`src/rtl/hazard_pkg.sv`:
```
// Shared definitions for the pipeline stall/flush sequencer.
// Holds the FSM encoding and the hard-wired zero register id.
package hazard_pkg;

  typedef enum logic [1:0] {
    ST_RUN    = 2'd0,
    ST_MCWAIT = 2'd1,
    ST_DRAIN  = 2'd2,
    ST_HALTED = 2'd3
  } state_e;

  localparam logic [5:0] REG_X0 = 6'd0;

endpackage

```
`src/rtl/hazard_detect.sv`:
```
// Load-use comparator between decode sources and the execute-stage load destination.
// Purely combinational; no latency, no backpressure.
module hazard_detect
  import hazard_pkg::*;
(
  input  logic [5:0] rs1_id_i,
  input  logic [5:0] rs2_id_i,
  input  logic [5:0] rs3_id_i,
  input  logic       rs1_used_i,
  input  logic       rs2_used_i,
  input  logic       rs3_used_i,
  input  logic       de_is_load_i,
  input  logic       de_wb_enable_i,
  input  logic [5:0] de_rd_id_i,
  output logic       hazard_o
);

  logic src_hit;

  always_comb begin
    src_hit = (rs1_used_i && (rs1_id_i == de_rd_id_i)) ||
              (rs2_used_i && (rs2_id_i == de_rd_id_i)) ||
              (rs3_used_i && (rs3_id_i == de_rd_id_i));
    // x0 is hard-wired; FP register 0 (id 32) is a real register and may hazard.
    hazard_o = de_is_load_i && de_wb_enable_i && (de_rd_id_i != REG_X0) && src_hit;
  end

endmodule

```
`src/rtl/pipeline_hazard_ctrl.sv`:
```
// Stall/flush sequencer for the 5-stage pipeline: load-use, multi-cycle wait, redirect, halt drain.
// Control outputs are combinational from registered state plus inputs (zero latency); counters lag one cycle.
module pipeline_hazard_ctrl
  import hazard_pkg::*;
#(
  parameter int MC_TIMEOUT   = 64,
  parameter int DRAIN_CYCLES = 2
) (
  input  logic        clk_i,
  input  logic        reset_i,
  input  logic [5:0]  D_rs1Id_i,
  input  logic [5:0]  D_rs2Id_i,
  input  logic [5:0]  D_rs3Id_i,
  input  logic        D_rs1Used_i,
  input  logic        D_rs2Used_i,
  input  logic        D_rs3Used_i,
  input  logic        DE_isLoad_i,
  input  logic        DE_wbEnable_i,
  input  logic [5:0]  DE_rdId_i,
  input  logic        aluBusy_i,
  input  logic        EM_correctPC_i,
  input  logic        HALT_i,
  output logic        F_stall_o,
  output logic        D_stall_o,
  output logic        E_stall_o,
  output logic        D_flush_o,
  output logic        E_flush_o,
  output logic        M_flush_o,
  output logic        dataHazard_o,
  output logic        mcAbort_o,
  output logic        mcTimeout_o,
  output logic        halted_o,
  output logic [31:0] stallCycles_o,
  output logic [31:0] flushEvents_o
);

  localparam int WD_W = $clog2(MC_TIMEOUT);
  localparam int DR_W = (DRAIN_CYCLES < 1) ? 1 : $clog2(DRAIN_CYCLES + 1);
  localparam logic [WD_W-1:0] WD_LAST = WD_W'(MC_TIMEOUT - 1);
  localparam logic [DR_W-1:0] DR_INIT = DR_W'(DRAIN_CYCLES);

  state_e            state_q, state_d;
  logic [WD_W-1:0]   wd_q, wd_d;
  logic [DR_W-1:0]   drain_q, drain_d;
  logic              timeout_q, timeout_d;
  logic              abort_prev_q, abort_prev_d;
  logic [31:0]       stall_cnt_q, stall_cnt_d;
  logic [31:0]       flush_cnt_q, flush_cnt_d;

  logic hazard;
  logic f_stall, d_stall, e_stall, d_flush, e_flush, m_flush;
  logic abort_raw, abort, halted, pc_fix;

  hazard_detect u_hazard_detect (
    .rs1_id_i       (D_rs1Id_i),
    .rs2_id_i       (D_rs2Id_i),
    .rs3_id_i       (D_rs3Id_i),
    .rs1_used_i     (D_rs1Used_i),
    .rs2_used_i     (D_rs2Used_i),
    .rs3_used_i     (D_rs3Used_i),
    .de_is_load_i   (DE_isLoad_i),
    .de_wb_enable_i (DE_wbEnable_i),
    .de_rd_id_i     (DE_rdId_i),
    .hazard_o       (hazard)
  );

  always_comb begin
    state_d   = state_q;
    wd_d      = wd_q;
    drain_d   = drain_q;
    timeout_d = timeout_q;
    f_stall   = 1'b0;
    d_stall   = 1'b0;
    e_stall   = 1'b0;
    d_flush   = 1'b0;
    e_flush   = 1'b0;
    m_flush   = 1'b0;
    abort_raw = 1'b0;
    halted    = 1'b0;
    pc_fix    = 1'b0;

    // A redirect outranks everything except the terminal halted state.
    if (EM_correctPC_i && (state_q != ST_HALTED)) begin
      d_flush   = 1'b1;
      e_flush   = 1'b1;
      m_flush   = 1'b1;
      pc_fix    = 1'b1;
      abort_raw = (state_q == ST_MCWAIT) ? 1'b1 : aluBusy_i;
      state_d   = ST_RUN;
    end else begin
      case (state_q)
        ST_RUN: begin
          if (HALT_i) begin
            {f_stall, d_stall, e_stall, m_flush} = 4'b1111;
            drain_d = DR_INIT;
            state_d = ST_DRAIN;
          end else if (aluBusy_i) begin
            {f_stall, d_stall, e_stall, m_flush} = 4'b1111;
            wd_d    = WD_W'(1);
            state_d = ST_MCWAIT;
          end else if (hazard) begin
            {f_stall, d_stall, e_flush} = 3'b111;
          end
        end
        ST_MCWAIT: begin
          if (!aluBusy_i) begin
            state_d = ST_RUN;
            if (hazard) begin
              {f_stall, d_stall, e_flush} = 3'b111;
            end
          end else if (wd_q == WD_LAST) begin
            {f_stall, d_stall, e_stall} = 3'b111;
            abort_raw = 1'b1;
            timeout_d = 1'b1;
            state_d   = ST_RUN;
          end else begin
            {f_stall, d_stall, e_stall, m_flush} = 4'b1111;
            wd_d = wd_q + WD_W'(1);
          end
        end
        ST_DRAIN: begin
          {f_stall, d_stall, e_stall, m_flush} = 4'b1111;
          drain_d = drain_q - DR_W'(1);
          if (drain_q == DR_W'(1)) begin
            state_d = ST_HALTED;
          end
        end
        default: begin
          {f_stall, d_stall, e_stall, m_flush} = 4'b1111;
          halted = 1'b1;
        end
      endcase
    end

    // Back-to-back abort requests collapse to a single pulse.
    abort        = abort_raw && !abort_prev_q;
    abort_prev_d = abort;
    stall_cnt_d  = stall_cnt_q + {31'd0, f_stall};
    flush_cnt_d  = flush_cnt_q + {31'd0, pc_fix};
  end

  always_ff @(posedge clk_i or negedge reset_i) begin
    if (!reset_i) begin
      state_q      <= ST_RUN;
      wd_q         <= '0;
      drain_q      <= '0;
      timeout_q    <= 1'b0;
      abort_prev_q <= 1'b0;
      stall_cnt_q  <= '0;
      flush_cnt_q  <= '0;
    end else begin
      state_q      <= state_d;
      wd_q         <= wd_d;
      drain_q      <= drain_d;
      timeout_q    <= timeout_d;
      abort_prev_q <= abort_prev_d;
      stall_cnt_q  <= stall_cnt_d;
      flush_cnt_q  <= flush_cnt_d;
    end
  end

  // Gating with reset keeps the combinational outputs quiet while reset is held.
  assign F_stall_o     = reset_i && f_stall;
  assign D_stall_o     = reset_i && d_stall;
  assign E_stall_o     = reset_i && e_stall;
  assign D_flush_o     = reset_i && d_flush;
  assign E_flush_o     = reset_i && e_flush;
  assign M_flush_o     = reset_i && m_flush;
  assign dataHazard_o  = reset_i && hazard;
  assign mcAbort_o     = reset_i && abort;
  assign halted_o      = reset_i && halted;
  assign mcTimeout_o   = timeout_q;
  assign stallCycles_o = stall_cnt_q;
  assign flushEvents_o = flush_cnt_q;

endmodule

```
`config.mk`:
```
export PLATFORM = sky130hd
export DESIGN_NAME = pipeline_hazard_ctrl
export DESIGN_NICKNAME = d
export VERILOG_FILES = /design/src/rtl/hazard_pkg.sv /design/src/rtl/hazard_detect.sv /design/src/rtl/pipeline_hazard_ctrl.sv
export SDC_FILE = /design/constraint.sdc
export NUM_CORES = 1
export LEC_CHECK = 0
export ABC_AREA = 0
export BUFFER_PORTS_ARGS = -buffer_cell sky130_fd_sc_hd__buf_2
export CAP_MARGIN = 15
export CORE_MARGIN = 1
export CORE_UTILIZATION = 48
export CTS_CLUSTER_DIAMETER = 50
export CTS_CLUSTER_SIZE = 25
export DETAILED_ROUTE_END_ITERATION = 12
export PLACE_DENSITY_LB_ADDON = 0.3
export SLEW_MARGIN = 10
export SYNTH_ARGS = -nofsm -noshare
export SYNTH_HDL_FRONTEND = slang
export SYNTH_HIERARCHICAL = 1
export SYNTH_SLANG_ARGS = --single-unit
```
`constraint.sdc`:
```
create_clock -name clk_i -period 2.2 [get_ports clk_i]
set_input_delay 0.22 -clock clk_i [delete_from_list [all_inputs] [get_ports clk_i]]
set_output_delay 0.22 -clock clk_i [all_outputs]
set_load 0.01 [all_outputs]
```
# Word level (Yosys, flattened, before mapping)
# Index checks and enable logic that the tools add are counted.
[totals]
ff_bits = 76
output_inout_bits = 74
[classes]
add_sub_neg = 4
n_eq_ne = 16
n_mux = 39
bitwise_logic = 1
n_reduce_logical = 29
[ops]
columns = ["operator", "n"]
rows = [
  ["32-bit by 1-bit adder with 32-bit output", 2],
  ["6-bit 2-to-1 mux", 4],
  ["1-bit 2-to-1 mux", 21],
  ["6-bit == test", 3],
  ["1-bit logical AND", 16],
  ["2-bit 2-to-1 mux", 7],
  ["2-bit != test (second input constant)", 6],
  ["6-bit case mux with 2 select lines", 1],
  ["1-bit case mux with 2 select lines", 4],
  ["4-bit AND reduction", 2],
  ["6-bit by 1-bit adder with 6-bit output (second input constant)", 1],
  ["6-bit == test (second input constant)", 1],
  ["2-bit case mux with 3 select lines", 1],
  ["6-bit AND reduction", 1],
  ["6-bit nonzero test", 1],
  ["2-bit by 1-bit == test with 1-bit output (second input constant)", 2],
  ["4-bit by 3-bit != test with 1-bit output (second input constant)", 1],
  ["4-bit != test (second input constant)", 1],
  ["2-bit case mux with 2 select lines", 1],
  ["2-bit nonzero test", 2],
  ["4-bit nonzero test", 1],
  ["3-bit != test (second input constant)", 1],
  ["3-bit AND reduction", 1],
  ["3-bit OR reduction", 1],
  ["6 further kinds", 7],
]

# Depth between registers and ports, before layout
[depth]
ltp_word = 11
mapped_depth = 13
mapped_depth_nobuf = 12

# By module
# The synthesis kept the hierarchy.
[modules_own_cells]
columns = ["mod", "instances", "cells_each", "area_per_inst_um2"]
rows = [
  ["pipeline_hazard_ctrl", 1, 351, 3806.2],
  ["hazard_detect", 1, 28, 220.2],
]

# Least setup slack after synthesis
# OpenSTA, ideal clock, no wires.
[synth_path]
kind = "flip-flop to flip-flop"
start = "reg state_q[0]"
end = "reg stall_cnt_q[26], in the netlist stallCycles_o[26]"
t_arrival_ns = 2.316
slack_ns = -0.195
stages_incl_launch_ff = 11
n_path_buf = 0
synth_period_minus_slack_ns = 2.395
path_cell_list = "dfrtp_1 > inv_1 > ha_1 > nand2_1 > nor3b_1 > a21oi_1 > ha_1 > ha_1 > nand2_4 > nor4_1 > xor2_1"
[synth_between]
elab_chain_cells = 4
elab_cells_between_ends = 7
[synth_lines]
columns = ["item", "line", "source"]
rows = [
  ["start: declaration", "pipeline_hazard_ctrl.sv:42", "state_e state_q, state_d;"],
  ["start signal: assignment", "pipeline_hazard_ctrl.sv:152", "state_q <= state_d;"],
  ["2-bit by 1-bit == test with 1-bit output, or another cell as far along", "pipeline_hazard_ctrl.sv:91", "case (state_q)"],
  ["1-bit case mux with 2 select lines / 1-bit logical AND (equally long branches)", "pipeline_hazard_ctrl.sv:91, pipeline_hazard_ctrl.sv:83", ""],
  ["1-bit 2-to-1 mux (*)", "pipeline_hazard_ctrl.sv:83", "if (EM_correctPC_i && (state_q != ST_HALTED)) begin"],
  ["32-bit by 1-bit adder with 32-bit output (*)", "pipeline_hazard_ctrl.sv:138", "stall_cnt_d = stall_cnt_q + {31'd0, f_stall};"],
  ["net stall_cnt_d[26]", "pipeline_hazard_ctrl.sv:47", "logic [31:0] stall_cnt_q, stall_cnt_d;"],
  ["end signal: assignment", "pipeline_hazard_ctrl.sv:157", "stall_cnt_q <= stall_cnt_d;"],
  ["end: declaration", "pipeline_hazard_ctrl.sv:47", ""],
]
# Mark *: on every way through the listed nets, which the timed path passes. The rest lies on a longest branch.
# A chain may end at the register's enable or synchronous reset.

# Final worst setup path
[layout_path]
start = "reg state_q[0]"
end = "reg stall_cnt_q[31], in the netlist stallCycles_o[31]"
# The elaborated chain is that of the path after synthesis.

==> flow_summary_export.csv <==
group,metric,value,unit
status,outcome,"finished, violations left",
status,violations,"DRC",
cells_and_area,finalNonFillerCells,624,
synthesis,yosys_warnings,6,
cells_and_area,final_nets,560,
synthesis,synthDominantCellAreaShare,0.472,
clock_network,clkLatencyLatePin,0.34,ns
power,power_density,781,nW/um2
timing,clock.fmax,0.470,GHz
die,coreArea,8180,um2
critical_path,path_cells,"inv_2 -> ha_4 -> nand2_1 -> nor3b_2 -> a21oi_2 -> ha_4 -> buf_4 -> nand3_4 -> nor4_4 -> xor2_1",
critical_path,arrival,2.39,ns
drt,drc,1,
grt,grt_max_degree,73,
synthesis,ys_seq_elements,76,
timing,setup_viol,0,
drt,drt-initial-drc-count,73,
grt,grt_pass1_wl,14700,um
power,power.leakage,0.00258,uW
synthesis,synthTopCellsByArea,"dfrtp_1 (47%), xnor2_1 (11%), xor2_1 (6.1%)",
timing,tightest_slew,0.901,ns
placement,hpwl,6530,um
synthesis,netlist_instances,379,
synthesis,synth_edf_count,0,
clock_network,htree_levels,3,
drt,antenna_left,0,
placement,gp_congestion,0.808,
drt,wire_per_inst,14.2,um
placement,dpl_cell_area,4860,um2
timing,min_period,2.13,ns
drt,route.met2.wl,4240,um
clock_network,cts_root_buf,"clkbuf_8",
synthesis,avgSynthCellArea,10.6,um2
synthesis,synth-main-ff-cell,"dfrtp_1",
synthesis,synth_nets,424,
timing,skew,0.00982,ns
timing,whs,0.193,ns
grt,first_global_vias,3157,
synthesis,yosysTopAreaCell,"dfrtp_1",
critical_path,required,2.46,ns
min_path,hold_class,"input port to register",
drt,via_count,3340,
timing,slew_headroom,0.399,
cells_and_area,diodes,0,
power,vdd_ir_drop_max,0.556,mV
critical_path,rr_worst_depth,10,
timing,fin_ws,0.0745,ns
placement,place_ws,-0.270,ns
timing,rsz0062_at_grt,"true",
cells_and_area,area_growth,29.5,%
clock_network,clock_sinks,76,
clock_network,path_clk_slew,0.08,ns
grt,antenna_found_initial,0,
drt,highest-signal-layer,"met4",
synthesis,ys_seq_area_frac,0.472,
placement,portBuffers,107,
critical_path,critPathMaxStageDelay,0.45,ns
critical_path,cp-start-kind,"register",
drt,wl_met3,414,um
placement,dpl.cell_count,605,
grt,grt-ovfl-total,0,
critical_path,cp_max_fo,7,
die,io_pins,108,
die,dieArea,8760,um2
clock_network,cts_tree,"yes",
synthesis,yosys-top-cells-count,"dfrtp_1 (76), xnor2_1 (50), nand2_1 (28), xor2_1 (28), nand3_1 (26)",
synthesis,synth_most_common_cell,"dfrtp_1",
critical_path,crit_type,"register to register",
cells_and_area,postLayoutCellArea,5220,um2
die,rows,33,
grt,track_usage,0.213,
clock_network,clock_path_buffers,2,
cells_and_area,drive_above_1_share,0.366,
job,cap_violations,0,
die,die_width,93.6,um
synthesis,async_flop_share,1.00,
timing,finalHoldViolations,0,
timing,tns,0,ns
synthesis,synth_area,4030,um2
drt,wirelength,8860,um
drt,dr.pass1.iters,8,
synthesis,synth_cell_types,47,
critical_path,critPathMostFrequentCell,"ha_4",
critical_path,endpoint_kind,"register",
critical_path,cpMaxStageDelayCell,"dfrtp_2",
drt,viasPerCell,5.35,
drt,met1_length,4080,um
timing,slew_viol_final,0,
min_path,hold_path_depth,3,
die,die_h,93.6,um
timing,fin_crit_sh,0.966,
clock_network,numCtsBuffers,9,
die,start_util,0.493,
[state kept, by name, indices dropped and copies added, names as in the netlist]
register and count:
wd_q 6, drain_q 2, abort_prev_q 1, state_q 2, flushEvents_o 32, stallCycles_o 32, mcTimeout_o 1
[power breakdown]
group | leakage (uW) | internal [uW] | switching [uW]
clock | 0.0000910 | 553 | 531
combinational | 0.00148 | 580 | 586
sequential | 0.00101 | 1580 | 246
[cell usage in the layout (no fill, tap or decap), types with 5 or more instances in the layout]
| cell | netlist | routed |
|---|---|---|
| a21oi_1 | 11 | 10 |
| and2_1 | 9 | 9 |
| and3_1 | 9 | 7 |
| and4_1 | 6 | 6 |
| buf_2 | 2 | 106 |
| buf_4 | 3 | 23 |
| clkbuf_8 | 0 | 10 |
| dfrtp_1 | 76 | 75 |
| inv_1 | 14 | 12 |
| nand2_1 | 28 | 28 |
| nand3_1 | 26 | 26 |
| nand4_1 | 24 | 24 |
| nor2_1 | 15 | 13 |
| nor3_1 | 13 | 10 |
| nor3_2 | 3 | 5 |
| nor4_4 | 1 | 5 |
| o21ai_0 | 6 | 6 |
| xnor2_1 | 50 | 50 |
| xor2_1 | 28 | 28 |
[final cells by class]
class                      instances  area, um2
fill                             672       2960
multi-input combinational        282       2200
sequential                        76       1900
timing repair buffer             131        724
clock buffer                      10        138
tap                              105        131
clock inverter                     5       61.3
inverter                          15       58.8
[per-layer routing]
| layer | track usage | vias up |
|---|---|---|
| li1 | - | 1617 |
| met1 | 0.280 | 1603 |
| met2 | 0.349 | 108 |
| met3 | 0.0407 | 12 |
| met4 | 0.0782 | 0 |
| met5 | 0 | - |
[final timing paths]
| check | from | to | slack (ns) |
|---|---|---|---|
| max in group asynchronous | reset_i | state_q[0] | 0.83 |
| max | state_q[0] | stallCycles_o[31] | 0.07 |
| min in group asynchronous | reset_i | drain_q[1] | 0.27 |
| min reg2reg | abort_prev_q | abort_prev_q | 0.42 |
| max reg2reg | state_q[0] | stallCycles_o[31] | 0.07 |
| min | HALT_i | state_q[1] | 0.19 |
[what timing repair did]
| item | CTS | global route |
|---|---|---|
| pin swaps | 2 | 6 |
| hold buffers | 1 | 0 |
| endpoints found under the setup margin | 22 | 41 |
| buffers inserted | 2 | 1 |
| gates resized for setup | 6 | 21 |
| endpoints found under the hold margin | 4 | 0 |
| gates cloned | 0 | 0 |
[kinds of logic (layout without fill, tap and decap cells)]
kind of cell / Yosys count / after routing / synth area share
simple gates: 162 / 162 / 0.250
xor+xnor: 78 / 78 / 0.170
flops: 76 / 76 / 0.472
compound gates: 30 / 30 / 0.0488
buf+inv: 21 / 161 / 0.0230
fa+ha+maj: 11 / 11 / 0.0342
mux: 1 / 1 / 0.00249
[worst max-delay path: cells and delay by family, from the launching register on]
family / cells / cell delay (ns)
flops: 1 / 0.45
simple gates: 4 / 0.70
buf+inv: 2 / 0.23
compound gates: 1 / 0.19
fa+ha+maj: 2 / 0.34
xor+xnor: 1 / 0.15
[metrics by stage]
step           total power (uW)  utilization
6_report                   4070        0.638
5_1_grt                    4330        0.638
4_1_cts                    4060        0.626
3_5_place_dp               2930        0.595
3_3_place_gp               2890        0.595
2_1_floorplan              2450            -
Note: power is estimated with default switching activity, not from simulation.
